==> src/rtl/lcd_pkg.sv <==
// Shared definitions for the LCD command sequencer: state encoding,
// word layout and the power-up instruction table.
package lcd_pkg;

  typedef enum logic [2:0] {
    INIT_SEND = 3'd0,
    INIT_WAIT = 3'd1,
    INIT_DLY  = 3'd2,
    IDLE      = 3'd3,
    SEND      = 3'd4,
    WAIT_DONE = 3'd5,
    DLY       = 3'd6
  } state_t;

  localparam int WORD_W   = 9;
  localparam int RS_BIT   = 8;
  localparam int BYTE_MSB = 7;
  localparam int INIT_LEN = 5;
  localparam int IDX_W    = 3;

  // Function set 8-bit/2-line, display on, clear, entry mode, home line 1.
  function automatic logic [WORD_W-1:0] init_word(input logic [IDX_W-1:0] idx);
    case (idx)
      3'd0:    init_word = 9'h038;
      3'd1:    init_word = 9'h00C;
      3'd2:    init_word = 9'h001;
      3'd3:    init_word = 9'h006;
      3'd4:    init_word = 9'h080;
      default: init_word = 9'h000;
    endcase
  endfunction

endpackage

==> src/rtl/lcd_rr_arb.sv <==
// Two-requester round-robin arbiter with a last-grant register.
// Grant is one-hot and only produced while i_en is high.
module lcd_rr_arb (
  input  logic       i_clk,
  input  logic       i_rst_n,
  input  logic       i_en,
  input  logic [1:0] i_req,
  output logic [1:0] o_gnt
);

  logic r_last_b;

  always_comb begin
    o_gnt = 2'b00;
    if (i_en) begin
      if (i_req[0] && i_req[1]) o_gnt = r_last_b ? 2'b01 : 2'b10;
      else                      o_gnt = i_req;
    end
  end

  // Reset to "B granted last" so A wins the first tie.
  always_ff @(posedge i_clk or negedge i_rst_n) begin
    if (!i_rst_n)    r_last_b <= 1'b1;
    else if (|o_gnt) r_last_b <= o_gnt[1];
  end

endmodule

==> src/rtl/lcd_sequencer.sv <==
// Sends the LCD power-up sequence, then serves two requesters one word at a
// time, with a fixed idle gap after every completed LCD command.
module lcd_sequencer
  import lcd_pkg::*;
#(
  parameter int unsigned DLY_MAX = 18'h3FFFE,
  parameter int unsigned CNT_W   = 18
) (
  input  logic       iCLK,
  input  logic       iRST_N,
  input  logic       iREQ_A,
  input  logic [8:0] iDATA_A,
  output logic       oACK_A,
  input  logic       iREQ_B,
  input  logic [8:0] iDATA_B,
  output logic       oACK_B,
  output logic [7:0] oLCD_DATA,
  output logic       oLCD_RS,
  output logic       oLCD_START,
  input  logic       iLCD_DONE,
  output logic       oREADY,
  output logic       oBUSY
);

  localparam logic [CNT_W-1:0] L_DLY_MAX = CNT_W'(DLY_MAX);

  state_t             r_state;
  logic [IDX_W-1:0]   r_idx;
  logic [CNT_W-1:0]   r_cnt;
  logic [7:0]         r_data;
  logic               r_rs;
  logic               r_start;
  logic               r_ack_a;
  logic               r_ack_b;
  logic               r_ready;
  logic [1:0]         w_gnt;
  logic [WORD_W-1:0]  w_init;

  assign w_init = init_word(r_idx);

  lcd_rr_arb u_arb (
    .i_clk   (iCLK),
    .i_rst_n (iRST_N),
    .i_en    (r_state == IDLE),
    .i_req   ({iREQ_B, iREQ_A}),
    .o_gnt   (w_gnt)
  );

  always_ff @(posedge iCLK or negedge iRST_N) begin
    if (!iRST_N) begin
      r_state <= INIT_SEND;
      r_idx   <= '0;
      r_cnt   <= '0;
      r_data  <= '0;
      r_rs    <= 1'b0;
      r_start <= 1'b0;
      r_ack_a <= 1'b0;
      r_ack_b <= 1'b0;
      r_ready <= 1'b0;
    end else begin
      r_ack_a <= 1'b0;
      r_ack_b <= 1'b0;
      case (r_state)
        INIT_SEND: begin
          r_data  <= w_init[BYTE_MSB:0];
          r_rs    <= w_init[RS_BIT];
          r_start <= 1'b1;
          r_state <= INIT_WAIT;
        end
        INIT_WAIT: begin
          if (iLCD_DONE) begin
            r_start <= 1'b0;
            r_cnt   <= '0;
            r_state <= INIT_DLY;
          end
        end
        INIT_DLY: begin
          if (r_cnt == L_DLY_MAX) begin
            r_cnt <= '0;
            if (r_idx == IDX_W'(INIT_LEN - 1)) begin
              r_ready <= 1'b1;
              r_state <= IDLE;
            end else begin
              r_idx   <= r_idx + 1'b1;
              r_state <= INIT_SEND;
            end
          end else begin
            r_cnt <= r_cnt + 1'b1;
          end
        end
        // Grant, data latch, ACK and START all land on the same edge.
        IDLE: begin
          if (w_gnt[0]) begin
            r_data  <= iDATA_A[BYTE_MSB:0];
            r_rs    <= iDATA_A[RS_BIT];
            r_ack_a <= 1'b1;
            r_start <= 1'b1;
            r_state <= SEND;
          end else if (w_gnt[1]) begin
            r_data  <= iDATA_B[BYTE_MSB:0];
            r_rs    <= iDATA_B[RS_BIT];
            r_ack_b <= 1'b1;
            r_start <= 1'b1;
            r_state <= SEND;
          end
        end
        SEND: r_state <= WAIT_DONE;
        WAIT_DONE: begin
          if (iLCD_DONE) begin
            r_start <= 1'b0;
            r_cnt   <= '0;
            r_state <= DLY;
          end
        end
        DLY: begin
          if (r_cnt == L_DLY_MAX) begin
            r_cnt   <= '0;
            r_state <= IDLE;
          end else begin
            r_cnt <= r_cnt + 1'b1;
          end
        end
        default: r_state <= INIT_SEND;
      endcase
    end
  end

  assign oLCD_DATA  = r_data;
  assign oLCD_RS    = r_rs;
  assign oLCD_START = r_start;
  assign oACK_A     = r_ack_a;
  assign oACK_B     = r_ack_b;
  assign oREADY     = r_ready;
  assign oBUSY      = (r_state != IDLE);

endmodule

==> config.mk <==
export PLATFORM = sky130hd
export DESIGN_NAME = lcd_sequencer
export DESIGN_NICKNAME = d
export VERILOG_FILES = /design/src/rtl/lcd_pkg.sv /design/src/rtl/lcd_rr_arb.sv /design/src/rtl/lcd_sequencer.sv
export SDC_FILE = /design/constraint.sdc
export NUM_CORES = 1
export LEC_CHECK = 0
export ABC_AREA = 1
export CAP_MARGIN = 10
export CORE_MARGIN = 5
export CORE_UTILIZATION = 30
export CTS_CLUSTER_DIAMETER = 60
export DETAILED_ROUTE_END_ITERATION = 8
export HOLD_SLACK_MARGIN = 0.15
export SLEW_MARGIN = 0
export SYNTH_ARGS = -nofsm -noshare
export SYNTH_HDL_FRONTEND = slang
export SYNTH_HIERARCHICAL = 1
export SYNTH_SLANG_ARGS = --single-unit
export TNS_END_PERCENT = 30
==> constraint.sdc <==
create_clock -name iCLK -period 2.87 [get_ports iCLK]
set_clock_uncertainty 0.15 [all_clocks]
set_input_delay 0.287 -clock iCLK [delete_from_list [all_inputs] [get_ports iCLK]]
set_output_delay 0.287 -clock iCLK [all_outputs]
set_load 0.02 [all_outputs]
Yosys cells after proc, flatten, opt, wreduce, memory -nomap -nowiden --
Index checks and enable logic that the tools add are counted.
Cells by class: add/sub/neg operators 2, equality and inequality tests 18, muxes and demuxes 30, bitwise logic cells 1, reductions and logical operators 15
Operators with widths (number):
- $pmux W8 S5 | 1
- $mux W18 | 2
- $pmux W18 S2 | 1
- $pmux W3 S7 | 1
- $add A18 B1 Y18 const B | 1
- $eq A18 B18 Y1 const B | 1
- $mux W3 | 6
- $mux W8 | 2
- $pmux W8 S2 | 1
- $eq A3 B2 Y1 const B | 4
- $eq A3 B3 Y1 const B | 4
- $mux W1 | 10
- $reduce_and A3 Y1 | 3
- $mux W2 | 4
- $ne A2 B2 Y1 const B | 4
- $eq A3 B1 Y1 const B | 2
- $logic_not A3 Y1 | 2
- $reduce_or A2 Y1 | 3
- $reduce_and A5 Y1 | 1
- $reduce_and A2 Y1 | 2
- $reduce_bool A2 Y1 | 2
- $add A3 B1 Y3 const B | 1
- $ne A3 B2 Y1 const B | 1
- $ne A3 B3 Y1 const B | 1
- 6 further kinds | 6
Storage, ports and cells: flip-flop bits (word level) 38, bits of input ports 23, output and inout port bits 14, word-level logic and storage cells 76

Longest topological paths before layout --
Gate-level depths: netlist (run 1).
depth in word-level cells 6, depth in mapped cells 15, gate-level depth less buffers 12

Modules after synthesis --
Netlist (run 1), hierarchy kept.
By module, submodules not included:
- lcd_sequencer | instances 1, cells an instance 281, area an instance 2223.4 um^2
- lcd_rr_arb | instances 1, cells an instance 11, area an instance 65.1 um^2

Least setup slack after synthesis (run 1) --
OpenSTA, ideal clock, no wires.
kind register to register, start register r_state[2], end register r_rs (netlist: oLCD_RS), setup time 0.129 ns, data arrival time 1.946 ns, required time 2.591 ns, slack 0.645 ns, stages on the path, launching flop included 13, path buffers 3, clock period less this slack 2.225 ns, cells stage by stage dfrtp_1 > inv_1 > nand3_4 > inv_2 > buf_4 > nand2_1 > a21oi_1 > buf_4 > inv_1 > buf_2 > or2_2 > o211ai_1 > o21ai_0
Between the ends: cells in the longest elaborated chain, start to end 4
Ends and longest elaborated chain:
- start: declaration | line lcd_sequencer.sv:27 | state_t r_state;
- start signal: assignment | line lcd_sequencer.sv:51 | r_state <= INIT_SEND;
- start signal: assignment | line lcd_sequencer.sv:68 | r_state <= INIT_WAIT;
- start signal: assignment | line lcd_sequencer.sv:74 | r_state <= INIT_DLY;
- $eq A3 B2 Y1 * | line lcd_sequencer.sv:44 | .i_en (r_state == IDLE),
- $mux W2 * | line lcd_rr_arb.sv:15 | if (i_en) begin
- net w_gnt[0] | line lcd_sequencer.sv:36 | logic [1:0] w_gnt;
- $mux W1 / $ne A3 B3 Y1 (equally long branches)
- $pmux W1 S2 / $reduce_and A2 Y1 (equally long branches)
- end signal: assignment | line lcd_sequencer.sv:66 | r_rs <= w_init[RS_BIT];
- end signal: assignment | line lcd_sequencer.sv:95 | r_rs <= iDATA_A[RS_BIT];
- end signal: assignment | line lcd_sequencer.sv:101 | r_rs <= iDATA_B[RS_BIT];
- end: declaration | line lcd_sequencer.sv:31 | logic r_rs;
Mark *: on every way through the listed nets, which the timed path passes. The rest lies on a longest branch. A chain may end at the register's enable or synchronous reset.

Worst setup path after layout (run 1) --
start register r_state[2], end register r_data[2] (netlist: oLCD_DATA[2])
Between the ends: cells in the longest elaborated chain, start to end 4
Ends and longest elaborated chain:
- $eq A3 B2 Y1 * | line lcd_sequencer.sv:44
- $mux W2 * | line lcd_rr_arb.sv:15
- net w_gnt[0] | line lcd_sequencer.sv:36
- $mux W8 / $ne A3 B3 Y1 (equally long branches)
- $pmux W8 S2 / $reduce_and A2 Y1 (equally long branches)
- end signal: assignment | line lcd_sequencer.sv:65 | r_data <= w_init[BYTE_MSB:0];
- end signal: assignment | line lcd_sequencer.sv:94 | r_data <= iDATA_A[BYTE_MSB:0];
- end signal: assignment | line lcd_sequencer.sv:100 | r_data <= iDATA_B[BYTE_MSB:0];
- end: declaration | line lcd_sequencer.sv:30 | logic [7:0] r_data;
Marks and branches as above.

==> results of run 1 <==
metal layers:
layer | GRT usage | up-vias | share of wire
li1 | - | 1027 | -
met1 | 0.1425 | 889 | 0.49
met2 | 0.1778 | 18 | 0.47
met3 | 0.02010 | 2 | 0.025
met4 | 0.03195 | 0 | 0.0093
met5 | 0 | - | 0
cell type report:
cell class	count	share of cell area
inverter	31	0.04281
tap	99	0.04325
clock buffer	6	0.02534
sequential	38	0.3325
clock inverter	2	0.01311
timing repair buffer	38	0.1302
multi-input combinational	219	0.4128
worst max-delay path, delay by kind of cell (launching register included):
family	cells	cell delay, ps
flops	1	420
buf+inv	3	540
compound gates	3	590
simple gates	4	500
metrics by stage:
stage               setup slack, ps  instances  utilization  hold slack [ps]  power (mW)
finish                        557.6        433       0.3907            336.2       2.295
global route                  254.1        433       0.3907            359.9       2.476
CTS                           545.7        433       0.3907            335.0       2.328
detailed placement            564.2        424       0.3743            322.1       1.864
global placement              644.8        424       0.3743            303.6       1.856
floorplan                     645.5        292            -           -158.6       1.532
layout by cell type, fill, tap and decap left out, types with 2 or more instances in the layout:
master	synthesis	routed
nand2_1	71	71
nor2_1	39	39
dfrtp_1	37	37
clkdlybuf4s50_1	0	35
inv_1	26	26
nand3_1	21	21
nand2_2	11	11
o21ai_0	11	11
nand4_1	7	7
a21oi_1	7	7
xor2_1	7	7
ha_1	7	7
o211ai_1	5	5
clkbuf_8	0	5
nor2_2	4	4
or2_2	4	4
a31oi_1	4	4
inv_2	3	3
nor3_1	3	3
o21ai_1	3	3
nor2_4	2	2
o21ai_4	2	2
xnor2_1	2	2
nand3b_1	2	2
state kept, by name (all words and copies together) (netlist names):
name	flops
oLCD_START	1
oREADY	1
oACK_A	1
oLCD_RS	1
oACK_B	1
u_arb/r_last_b	1
r_cnt	18
r_idx	3
r_state	3
oLCD_DATA	8
cells by family (layout without fill, tap and decap cells):
group | Yosys count | after routing
DFF | 38 | 38
and+or+nand+nor | 168 | 168
buffers and inverters | 35 | 77
xor gates and xnor gates | 9 | 9
AOI/OAI and AO/OA | 35 | 35
adders and majority gates | 7 | 7
power by group:
group / total (mW) / internal (mW) / switching [mW]
Clock: 0.455 / 0.259 / 0.196
Sequential: 0.821 / 0.687 / 0.135
Combinational: 1.02 / 0.382 / 0.636
final timing paths:
path | cells after the start | from | slack (ps) | to
max | 10 | r_state[2] | 560 | oLCD_DATA[2]
min reg2reg | 2 | u_arb/r_last_b | 340 | u_arb/r_last_b
max reg2reg | 10 | r_state[2] | 560 | oLCD_DATA[2]
min | 2 | u_arb/r_last_b | 340 | u_arb/r_last_b
max in group asynchronous | 2 | iRST_N | 1510 | r_cnt[2]
min in group asynchronous | 2 | iRST_N | 500 | oACK_B
timing repair:
item / in CTS / in global routing
endpoints found under the hold margin: 37 / 0
setup endpoints to repair: 0 / 0
hold buffers: 1 / 0
==> run_results.csv, run 1 <==
group,metric,value,unit
timing,fin_tns_setup,0,ps
logic_synthesis,syn-num-nets,322,
worst_hold_path,hold_class,"reg -> reg",
critical_path,cp-start-kind,"register",
status,outcome,"finished, final reports clean",
timing,grt_setup_unrepaired,"no",
grt,grt_pass1_wl,8452,um
placed_design,globalplace.congestion,0.7968,
die,io-pin-count,37,
logic_synthesis,ys.warnings.count,6,
logic_synthesis,synth-adder-area-share,0.03827,
grt,grt_pass1_vias,1824,
power,power_density,801.4,nW/um^2
placed_design,portBuffers,36,
critical_path,cp_data_required_time,2890,ps
critical_path,crit_path_cell_trace,"inv_1 -> nand3_4 -> inv_2 -> nand2_1 -> a21oi_1 -> nor2_1 -> o21ai_4 -> inv_1 -> nor2_1 -> a21oi_1",
power,p_leak,1.263,nW
finish,n_antenna_cell,0,
placed_design,placed_area,2744,sq um
grt,grt_overflow,0,
logic_synthesis,synthMuxAreaShare,0,
critical_path,cpMaxStageDelayCell,"dfrtp_1",
critical_path,crit_fanout,13,
clocking,cts_tree,"done",
finish,area_delta_synth_final,25.15,%
job,max_cap_viol_count,0,
placed_design,dp_hpwl,3929,um
logic_synthesis,synth_compound_area_frac,0.09787,
logic_synthesis,syn_inst,292,
finish,multi_input_area,1182,sq um
critical_path,cpPeakStageDelay,420,ps
logic_synthesis,synth_xor_area_frac,0.03445,
logic_synthesis,ys_ff_latch,38,
die,num_rows,31,
route,vias,1936,
clocking,cts_made_buffers,5,
finish,nets,363,
timing,hold_viol,0,
power,ir_worst_vdd,0.2968,mV
clocking,clk_pin_slew,80,ps
timing,finalMaxSlewViolations,0,
timing,relSlewSlack,0.4177,
logic_synthesis,yosys.area.top_type_share,0.4046,
grt,grt_use_total,0.1074,
logic_synthesis,synth_edf_count,0,
clocking,cts_root_buffer,"clkbuf_8",
logic_synthesis,seq_area_frac_synth,0.4161,
logic_synthesis,ys_types,35,
critical_path,cp-end-kind,"register",
die,fp.dieW,97.34,um
logic_synthesis,yosysTopAreaCell,"dfrtp_1",
timing,layout_min_cycle_time,2312,ps
timing,setup_viol,0,
finish,fin_area,2864,sq um
die,die_area,9475,sq um
clocking,cts_setup_buffers,0,
clocking,cts_repair_resize_count,0,
logic_synthesis,synth.cell_area,2288,sq um
finish,drive_above_1_share,0.1287,
logic_synthesis,synthTopCellsByCount,"nand2_1 (71), nor2_1 (39), dfrtp_1 (37)",
grt,grt_max_degree,39,
grt,antenna_found_initial,0,
route,routed_wl,5031,um
timing,worstMarginPinSlew,873.4,ps
clocking,cts_buffer_depth,2,
critical_path,path_class,"reg -> reg",
logic_synthesis,synth_area_per_cell,7.837,sq um
die,start_util,0.3122,
clocking,worstSkewPairLatency,290,ps
timing,fmax,0.4325,GHz
route,antenna_left,0,
logic_synthesis,synth-simple-area-share,0.3461,
timing,period_share,0.8057,
route,routedWlPerCell,11.62,um
logic_synthesis,synth-async-reset-ratio,1.000,
clocking,htree_levels,2,
logic_synthesis,synth_ff_type,"dfrtp_1",
die,coreArea,7331,sq um
route,route.detailed.drc,0,
logic_synthesis,synth_top_family_by_area,"simple AND/OR/NAND/NOR gates",
route,first_pass_iters,4,
logic_synthesis,synthMostInstantiatedCell,"nand2_1",
logic_synthesis,synth.area.top_cells,"dfrtp_1 (40%), nand2_1 (12%), nor2_1 (6.4%)",
die,die_h,97.34,um
route,viasPerCell,4.471,
route,drtIter0Drc,69,
finish,seq_area,952.2,sq um
finish,fillers,735,
clocking,clock-sinks,38,
critical_path,crit_arrival,2330,ps
(Power assumes the default switching activity.)
==> inputs of run 2 (changes only) <==
==> constraint.sdc (replaced) <==
create_clock -name iCLK -period 2 [get_ports iCLK]
set_clock_uncertainty 0.15 [all_clocks]
set_input_delay 0.2 -clock iCLK [delete_from_list [all_inputs] [get_ports iCLK]]
set_output_delay 0.2 -clock iCLK [all_outputs]
set_load 0.02 [all_outputs]
==> run_results.csv, run 2 (synthesis results as in run 1) <==
group,metric,value,unit
status,outcome,"finished, final reports clean",
finish,drive_above_1_share,0.1563,
die,die_h,97.34,um
clocking,cts_buffer_depth,2,
finish,fin_cells,438,
die,io-pin-count,37,
grt,grt_overflow,0,
power,power_switching,1.436,mW
power,power_density,1203,nW/um^2
route,viasPerCell,4.509,
clocking,cts_tree,"done",
grt,grt_pass1_vias,2028,
power,ir_worst_vdd,0.3841,mV
job,max_cap_viol_count,0,
power,power.internal,2.122,mW
timing,grt_setup_unrepaired,"no",
finish,top_register,"r_cnt",
critical_path,cp-start-kind,"register",
critical_path,crit_arrival,1870,ps
placed_design,portBuffers,36,
clocking,htree_levels,2,
placed_design,globalplace.congestion,0.8520,
die,fp.dieW,97.34,um
power,p_leak,1.319,nW
timing,setup_viol,0,
clocking,clk_pin_slew,80,ps
timing,worstMarginPinSlew,490.2,ps
timing,fmax,0.5429,GHz
die,die_area,9475,sq um
grt,grt_max_degree,39,
grt,grt_use_total,0.1163,
power,pwr-share-seq,0.330,
route,route.detailed.drc,0,
clocking,clock-sinks,38,
timing,finalMaxSlewViolations,0,
finish,largest_reg_flops,18,
power,combPwrFrac,0.439,
finish,n_antenna_cell,0,
die,num_rows,31,
power,switching_share,0.4036,
route,drtIter0Drc,72,
clocking,cts_root_buffer,"clkbuf_8",
power,clockPowerShare,0.231,
timing,hold_viol,0,
route,vias,1975,
route,first_pass_iters,4,
worst_hold_path,hold_class,"in -> async",
die,start_util,0.3122,
critical_path,cp_data_required_time,2030,ps
finish,fillers,745,
critical_path,crit_fanout,11,
finish,nets,368,
route,routedWlPerCell,11.94,um
critical_path,cp-end-kind,"register",
die,coreArea,7331,sq um
route,antenna_left,0,
route,routed_wl,5230,um
critical_path,path_class,"reg -> reg",
clocking,cts_setup_buffers,0,
timing,period_share,0.9210,
timing,layout_min_cycle_time,1842,ps
clocking,cts_made_buffers,5,
finish,layout_commonest_cell,"nand2_1",
clocking,worstSkewPairLatency,300,ps
finish,final_cell_mix,"nand2_1 (70), nor2_1 (39), dfrtp_1 (37), clkdlybuf4s50_1 (34), inv_1 (24)",
placed_design,placed_cells,429,
grt,grt_pass1_wl,9190,um
finish,area_delta_synth_final,29.31,%
grt,antenna_found_initial,0,
timing,fin_tns_setup,0,ps
placed_design,dp_hpwl,4123,um
timing,relSlewSlack,0.6732,
## run 2: cell types whose count changed in the layout (fill, tap and decap cells not counted), sizes merged
cell / previous run / this run
buf: 2 / 7
clkinvlp: 1 / 0
dlygate4sd2: 0 / 1
bufinv: 1 / 2
clkdlybuf4s50: 35 / 34
## run 2: power by group through the flow
stage | clock, mW | combinational (mW) | sequential [mW]
global placement | 0 | 1.57 | 1.19
floorplan | 0 | 0.952 | 1.28
global route | 0.881 | 1.74 | 1.21
CTS | 0.843 | 1.59 | 1.18
detailed placement | 0 | 1.59 | 1.19
finish | 0.821 | 1.56 | 1.18
## run 2: path summary, 6_finish.rpt
kind / slack (ps) / startpoint / cells past startpoint / to
min in group iCLK: 340 / u_arb/r_last_b / 2 / u_arb/r_last_b
hold / removal: 330 / iRST_N / 3 / oACK_A
hold reg to reg: 340 / u_arb/r_last_b / 2 / u_arb/r_last_b
setup reg to reg: 160 / r_state[2] / 10 / oLCD_DATA[6]
setup / recovery: 160 / r_state[2] / 10 / oLCD_DATA[6]
max in group asynchronous: 1010 / iRST_N / 3 / u_arb/r_last_b
## run 2: repair_timing
action                                  4_1_cts  5_1_grt
endpoints found under the hold margin        37        0
endpoints found under the setup margin        1        0
gates resized for setup                       1        0
hold buffers                                  1        0
## run 2: worst max-delay path: stages (launching register included)
cell and delay [ps]:
dfrtp_1 390, inv_2 110, nand3_4 80, inv_2 100, nand2_4 50, a21oi_2 170, buf_12 140, inv_2 80
or2_2 280, o211ai_1 90, o21ai_0 90
## run 2: metal layers
| metal | track usage | wire length [um] | up-vias |
|---|---|---|---|
| met3 | 0.02297 | 136 | 5 |
| met1 | 0.1449 | 2481 | 909 |
| li1 | - | - | 1035 |
| met4 | 0.03195 | 61 | 0 |
| met2 | 0.2044 | 2550 | 26 |
| met5 | 0 | 0 | - |
## run 2: final cells by class
type | count | area, sq um | area share
multi-input combinational | 219 | 1196 | 0.4042
sequential | 38 | 952.2 | 0.3218
timing repair buffer | 43 | 421.7 | 0.1425
tap | 99 | 123.9 | 0.04186
inverter | 31 | 122.6 | 0.04144
clock buffer | 6 | 82.58 | 0.02791
clock inverter | 2 | 60.06 | 0.02030
## run 2: through the flow
stage / area (sq um) / setup WS, ps / power, mW / hold WS, ps / utilization
after detailed placement: 2808 / 58.44 / 2.781 / 134.4 / 0.3830
final: 2959 / 158.0 / 3.559 / 333.4 / 0.4037
after CTS: 2959 / 150.7 / 3.608 / 334.6 / 0.4037
after global placement: 2808 / 93.13 / 2.755 / 133.1 / 0.3830
after floorplan: 2316 / 4.108 / 2.231 / -245.6 / -
after global routing: 2959 / 34.17 / 3.832 / 353.4 / 0.4037
